--- src/rtl/cb_batch_pkg.sv ---
// Shared types and sizing helpers for the control-bounded filter batching front end.
//   batch_state_t : FILL while the window is still being populated, RUN once primed.
//   fill_cnt_w    : width of a counter that must hold 0..batch inclusive.
//   phase_cnt_w   : width of the modulo-dsr phase counter.
//   slice_idx     : maps an output slice to a window entry for either output ordering.
package cb_batch_pkg;

  typedef enum logic [0:0] {FILL, RUN} batch_state_t;

  function automatic int unsigned fill_cnt_w(input int unsigned batch);
    return $clog2(batch + 1);
  endfunction

  function automatic int unsigned phase_cnt_w(input int unsigned dsr);
    return $clog2(dsr) + 1;
  endfunction

  // reverse=0: slice i carries window[i] (newest in LSB slice).
  // reverse=1: slice i carries window[batch-1-i] (oldest in LSB slice).
  function automatic int unsigned slice_idx(input int unsigned i, input int unsigned batch,
                                            input bit reverse);
    return reverse ? (batch - 1 - i) : i;
  endfunction

endpackage

--- src/rtl/batch_phase_counter.sv ---
// Modulo-Modulo up counter with enable and a combinational wrap pulse.
// Ports:
//   clk_i  : clock
//   rst_ni : asynchronous active-low reset, clears the count to 0
//   en_i   : advance the count by one at the next posedge
//   wrap_o : high when en_i is set and the count is at Modulo-1 (it returns to 0 next edge)
module batch_phase_counter
  import cb_batch_pkg::*;
#(
  parameter int unsigned Modulo = 4,
  parameter int unsigned Width  = phase_cnt_w(Modulo)
) (
  input  logic clk_i,
  input  logic rst_ni,
  input  logic en_i,
  output logic wrap_o
);

  localparam logic [Width-1:0] Last = Width'(Modulo - 1);

  logic [Width-1:0] cnt_q, cnt_d;

  assign wrap_o = en_i && (cnt_q == Last);

  always_comb begin
    cnt_d = cnt_q;
    if (en_i) begin
      cnt_d = wrap_o ? '0 : cnt_q + Width'(1);
    end
  end

  always_ff @(posedge clk_i or negedge rst_ni) begin
    if (!rst_ni) begin
      cnt_q <= '0;
    end else begin
      cnt_q <= cnt_d;
    end
  end

endmodule

--- src/rtl/sample_batcher.sv ---
// Collects M-bit control vectors into a sliding window of BATCH samples and strobes the
// whole window out once every DSR accepted samples after the window first fills.
// Ports:
//   clk       : clock, all updates on posedge
//   rst       : asynchronous active-low reset
//   in        : current M-bit control vector
//   in_valid  : sample accepted on a posedge where this is high
//   out       : registered window, M bits per slice
//   out_valid : one-cycle strobe, high the cycle after a triggering accept
//   primed    : high once BATCH samples have been accepted since reset
// Build option: define BATCH_REVERSE_EN to put the oldest sample in the LSB slice
// (lookback ordering); otherwise the newest sample sits in the LSB slice.
module sample_batcher
  import cb_batch_pkg::*;
#(
  parameter int unsigned M     = 4,
  parameter int unsigned BATCH = 8,
  parameter int unsigned DSR   = 4
) (
  input  logic             clk,
  input  logic             rst,
  input  logic [M-1:0]     in,
  input  logic             in_valid,
  output logic [M*BATCH-1:0] out,
  output logic             out_valid,
  output logic             primed
);

  localparam int unsigned FillW = fill_cnt_w(BATCH);
  localparam logic [FillW-1:0] FillLast = FillW'(BATCH - 1);
  localparam logic [FillW-1:0] FillFull = FillW'(BATCH);

`ifdef BATCH_REVERSE_EN
  localparam bit Reverse = 1'b1;
`else
  localparam bit Reverse = 1'b0;
`endif

  batch_state_t     state_q, state_d;
  logic [FillW-1:0] fill_q, fill_d;
  logic             out_valid_q, out_valid_d;
  logic             primed_q, primed_d;
  logic [M-1:0]     window_q [BATCH];
  logic [M-1:0]     window_d [BATCH];
  logic             phase_en;
  logic             phase_wrap;

  // Phase only runs once primed; it sits at 0 through FILL so the first RUN accept is phase 0.
  assign phase_en = (state_q == RUN) && in_valid;

  batch_phase_counter #(
    .Modulo(DSR)
  ) u_phase (
    .clk_i (clk),
    .rst_ni(rst),
    .en_i  (phase_en),
    .wrap_o(phase_wrap)
  );

  always_comb begin
    window_d = window_q;
    if (in_valid) begin
      window_d[0] = in;
      for (int unsigned i = 1; i < BATCH; i++) begin
        window_d[i] = window_q[i-1];
      end
    end
  end

  always_comb begin
    state_d     = state_q;
    fill_d      = fill_q;
    primed_d    = primed_q;
    out_valid_d = 1'b0;
    unique case (state_q)
      FILL: begin
        if (in_valid) begin
          if (fill_q == FillLast) begin
            state_d     = RUN;
            fill_d      = FillFull;
            primed_d    = 1'b1;
            out_valid_d = 1'b1;
          end else begin
            fill_d = fill_q + FillW'(1);
          end
        end
      end
      RUN: begin
        out_valid_d = phase_wrap;
      end
      default: begin
        state_d = FILL;
      end
    endcase
  end

  always_ff @(posedge clk or negedge rst) begin
    if (!rst) begin
      state_q     <= FILL;
      fill_q      <= '0;
      out_valid_q <= 1'b0;
      primed_q    <= 1'b0;
      window_q    <= '{default: '0};
    end else begin
      state_q     <= state_d;
      fill_q      <= fill_d;
      out_valid_q <= out_valid_d;
      primed_q    <= primed_d;
      window_q    <= window_d;
    end
  end

  for (genvar i = 0; i < BATCH; i++) begin : g_out
    localparam int unsigned Idx = slice_idx(i, BATCH, Reverse);
    assign out[M*i +: M] = window_q[Idx];
  end

  assign out_valid = out_valid_q;
  assign primed    = primed_q;

endmodule
--- config.mk ---
export PLATFORM = sky130hd
export DESIGN_NAME = sample_batcher
export DESIGN_NICKNAME = d
export VERILOG_FILES = /design/src/rtl/cb_batch_pkg.sv /design/src/rtl/batch_phase_counter.sv /design/src/rtl/sample_batcher.sv
export SDC_FILE = /design/constraint.sdc
export NUM_CORES = 1
export LEC_CHECK = 0
export CORE_ASPECT_RATIO = 1.1
export CORE_UTILIZATION = 49
export DETAILED_ROUTE_END_ITERATION = 8
export PLACE_DENSITY_LB_ADDON = 0.15
export SETUP_SLACK_MARGIN = 0.1
export SYNTH_ARGS = -nofsm -noshare
export SYNTH_HDL_FRONTEND = slang
export SYNTH_SLANG_ARGS = --single-unit
--- constraint.sdc ---
create_clock -name clk -period 1.48 [get_ports clk]
set_input_delay 0.222 -clock clk [delete_from_list [all_inputs] [get_ports clk]]
set_output_delay 0.222 -clock clk [all_outputs]
set_load 0.01 [all_outputs]
## Word level (Yosys, flattened, before mapping)

Cells that the tools add are included.

| cells by class | value |
|---|---|
| add/sub/neg operators | 2 |
| equality and inequality tests | 2 |
| mux-type cells | 6 |
| bitwise operators | 1 |
| reductions and logical operators | 4 |

Operator list:

| operator | number |
|---|---|
| 4-bit by 1-bit adder with 4-bit output (second input constant) | 1 |
| 4-bit by 3-bit equality test with 1-bit output (second input constant) | 1 |
| 4-bit 2-to-1 mux | 1 |
| 3-bit by 1-bit adder with 3-bit output (second input constant) | 1 |
| 3-bit by 2-bit equality test with 1-bit output (second input constant) | 1 |
| 1-bit 2-to-1 mux | 3 |
| 3-bit 2-to-1 mux | 1 |
| 3-bit AND reduction | 1 |
| 1-bit logical AND | 2 |
| 1-bit one-hot mux with 2 select lines | 1 |
| 2-bit AND reduction | 1 |
| 1-bit NOT | 1 |

| storage, ports and cells | value |
|---|---|
| bits in registers | 42 |
| input port bits | 7 |
| output and inout port bits | 34 |
| word-level logic and storage cells | 28 |

## Longest topological paths before layout

| logic depth | value |
|---|---|
| depth after elaboration | 4 |
| depth in mapped cells | 4 |
| depth with buffers taken out | 4 |

## Hierarchy

From an unflattened synthesis, not the netlist that was laid out.

| unflattened totals | value |
|---|---|
| cells, all modules | 107 |
| area, all modules | 1,664.1 µm² |

By module, submodules not included:

| module | times used | cells each | area an instance (µm²) | sequential area each (µm²) |
|---|---|---|---|---|
| sample_batcher | 1 | 95 | 1,524.0 | 975.9 |
| batch_phase_counter | 1 | 12 | 140.1 | 75.1 |

## Worst setup path before layout

Ideal clock, no wire load.

| path | value |
|---|---|
| path type | reg-to-reg |
| start point | register fill_q[0] |
| end point | register fill_q[0] |
| setup time | 0.064 ns |
| arrival time | 1.070 ns |
| required time | 1.416 ns |
| setup slack | 0.346 ns |
| cell stages (with the launch flop) | 5 |
| path buffers | 0 |
| clock period less this slack | 1.134 ns |
| cells stage by stage | dfrtp_1 -> ha_1 -> and3b_1 -> nor3_1 -> a21o_1 |

| between the ends | value |
|---|---|
| cells in the longest elaborated chain, start to end | 2 |
| elaborated cells on any way between the ends | 3 |
| classes of those cells | add/sub: 1; eq/ne: 1; mux: 1 |

Ends and longest elaborated chain:

| element | line | source |
|---|---|---|
| start: declaration | sample_batcher.sv:40 | `logic [FillW-1:0] fill_q, fill_d;` |
| start signal: assignment | sample_batcher.sv:106 | `fill_q <= fill_d;` |
| 4-bit by 1-bit adder with 4-bit output / 4-bit by 3-bit equality test with 1-bit output (equally long branches) | sample_batcher.sv:84, sample_batcher.sv:78 |  |
| 4-bit 2-to-1 mux (*) | sample_batcher.sv:78 | `if (fill_q == FillLast) begin` |

Every way passes the cells marked *; elsewhere a longest branch is shown, timed or not.
A chain may end at the register's enable or synchronous reset.

## Final worst setup path

| path | value |
|---|---|
| start point | register window_q, in the netlist out[12] |
| end point | output out[12] |

RTL lines:

| element | line | source |
|---|---|---|
| start: declaration | sample_batcher.sv:43 | `logic [M-1:0] window_q [BATCH];` |
| start signal: assignment | sample_batcher.sv:109 | `window_q <= window_d;` |
| end: declaration | sample_batcher.sv:24 | `output logic [M*BATCH-1:0] out,` |

No word-level cell between the ends.

==> flow_summary.ini <==
[yosys]
synth.area.mux_share_pct = 27.61
synthAdderAreaFrac_pct = 2.129
yosysTopAreaCellShare_pct = 59.62
netlist_instances = 106
ys_ff_latch = 42
ys_seq_area_share_pct = 59.62
synth_xor_area_share_pct = 0.4968
synth_area_leaders = dfrtp_1, mux2_4, buf_6
synth_largest_area_cell = dfrtp_1
ys_warn_count = 0
avgSynthCellArea_um2 = 16.63
synth_compound_area_share_pct = 3.265
synth-simple-area-share_pct = 4.116
synth_top_family_by_area = multiplexers
syn-num-nets = 116
synth_area_um2 = 1763
ys_types = 20

[finish]
nFillCells = 249
antenna_cells = 0
most-common-layout-cells = dfrtp_1, dlygate4sd2_1, mux2_4
drive_gt1_share_pct = 35.33
multi_input_area_um2 = 663.1
regArea_um2 = 1051
nNetsFinal = 176
area_growth_pct = 32.79
final_common_cell = dfrtp_1

[critical_path]
crit_family = flip-flops
r2r_end = fill_q[0]$_DFFE_PN0P_
reg2reg_slack_ns = 0.23
crit_buf_inv = 1
worst_path_largest_cell_delay_ns = 0.41
rr_worst_depth = 4
worstPathRequired_ns = 1.26
r2r-start = fill_q[0]$_DFFE_PN0P_
startpoint_type = register
crit_type = reg2out
worstPathArrival_ns = 1.06
path_cells = dlygate4sd2_1
end_kind = primary output
path_max_fanout = 3
slowest_stage = dfrtp_1

[timing]
worst_slew_pin_slew_ns = 0.4278
clock_skew_ns = 0.005941
fmax_mhz = 778.7
hold_viol = 0
period_needed_ns = 1.284
finalMaxSlewViolations = 0
setup_violations = 0
fin_tns_setup_ns = 0
rsz0062_at_grt = no
post-route-period-util_pct = 86.77
slew_headroom_pct = 71.48

[drt]
first_pass_iters = 4
routed-wl-met2_um = 1457
finalWirelength_um = 3094
drc = 0
wl_met1_um = 1421
vias = 1051
drt_iter0_drc = 26
antenna_left = 0
highest_layer = met4
dr_wl_met3_um = 159
via_per_inst = 4.888
wl_per_cell_um = 14.39

[place]
gp_congestion = 0.8415
place_hpwl_um = 2117
io_buffers = 40

[power_and_ir_drop]
power.total_mw = 3.685
cellLeakagePower_nw = 1.205
p_per_area_nw_per_um2 = 1574
ir_worst_vdd_uv = 675.6

[grt]
grt_pass1_wl_um = 5264
grt.total_usage_pct = 18.97
grt-ovfl-total = 0
grt_max_degree = 26
antenna_found_initial = 0
grt_pass1_vias = 1127

[floorplan]
die_area_um2 = 3842
pin_count = 41
die_y_um = 64.91
fp-row-count = 22
fp.coreArea_um2 = 3386
start_util_pct = 52.07
die_x_um = 59.19

[run]
maxCapViolations = 0

[min_path]
hold_depth = 2
min-delay-path-class = in2reg
min_to = out_valid$_DFF_PN0_
holdCritStartpoint = in_valid

[status]
outcome = complete, no violations

[clock_tree]
clock_latency_ns = 0.35
clockRootBuffer = clkbuf_4
cts_tree = done
cts.clk_slew.worst_paths_ns = 0.12
clockBufferDepth = 2
clkSinkCount = 42
htreeDepth = 2
cts_buffers = 5
==> sequential cells by signal (all words and copies together), names as in the netlist <==
name           count
out               32
fill_q             4
u_phase.cnt_q      3
out_valid          1
primed             1
state_q            1
==> cell type report <==
type                       instances  share of cell area [%]
multi-input combinational         59                   28.33
clock buffer                       7                   2.352
clock inverter                     1                  0.2138
sequential                        42                   44.90
timing repair buffer              57                   21.49
inverter                           1                  0.1603
tap                               48                   2.565
==> Yosys cell counts <==
master / count
nand2_2: 1
dfrtp_1: 42
and3b_1: 1
a21o_1: 5
mux2_1: 1
and3_1: 1
inv_1: 1
nand2b_1: 1
o31ai_1: 1
mux2_4: 28
nor3_1: 2
mux2_2: 4
nand2_1: 5
and2b_4: 1
mux2i_1: 1
nor2b_1: 1
ha_1: 3
a31oi_1: 2
buf_6: 4
xnor2_1: 1
==> per-layer routing <==
metal | track usage (%) | vias up
met5 | 0 | -
met1 | 25.70 | 517
met4 | 9.821 | 0
met3 | 4.192 | 5
met2 | 28.23 | 34
li1 | - | 495
==> how the worst max path moves through the flow <==
| stage | end | slack (ns) | startpoint | depth (start not counted) |
|---|---|---|---|---|
| 3_3_place_gp | fill_q[0]$_DFFE_PN0P_ | 0.31 | fill_q[0]$_DFFE_PN0P_ | 4 |
| 2_1_floorplan | fill_q[0]$_DFFE_PN0P_ | 0.35 | fill_q[0]$_DFFE_PN0P_ | 4 |
| 4_1_cts | out[12] | 0.18 | out[12]$_DFFE_PN0P_ | 1 |
| 5_1_grt | out[12] | 0.14 | out[12]$_DFFE_PN0P_ | 1 |
| 6_report | out[12] | 0.20 | out[12]$_DFFE_PN0P_ | 1 |
| 3_5_place_dp | fill_q[0]$_DFFE_PN0P_ | 0.26 | fill_q[0]$_DFFE_PN0P_ | 4 |
==> through the flow <==
stage	instance area, um2	hold WS (ns)	worst slack [ns]	util [%]	instances
final	2341	0.2457	0.1958	69.14	215
after global routing	2341	0.2415	0.1445	69.14	215
after CTS	2341	0.2313	0.1757	69.14	215
after detailed placement	2223	0.1835	0.2553	65.67	194
after global placement	2223	0.1732	0.3103	65.67	194
after floorplan	1763	-0.07359	0.3459	-	106
==> what timing repair did <==
action	CTS	global route
hold buffers	1	0
setup endpoints to repair	34	0
setup buffers	12	0
endpoints found under the hold margin	17	0
resized for setup	34	0
==> power breakdown <==
part / switching (mW) / internal, mW / leakage, nW / total [mW]
Clock: 0.348 / 0.231 / 0.0353 / 0.579
Sequential: 0.258 / 1.51 / 0.500 / 1.76
Combinational: 0.519 / 0.823 / 0.670 / 1.34
==> logic make-up after synthesis <==
group,after synthesis
compound gates,8
xor+xnor,1
fa+ha+maj,3
buf+inv,5
flops,42
mux,34
simple gates,13
(Power assumes the default switching activity.)
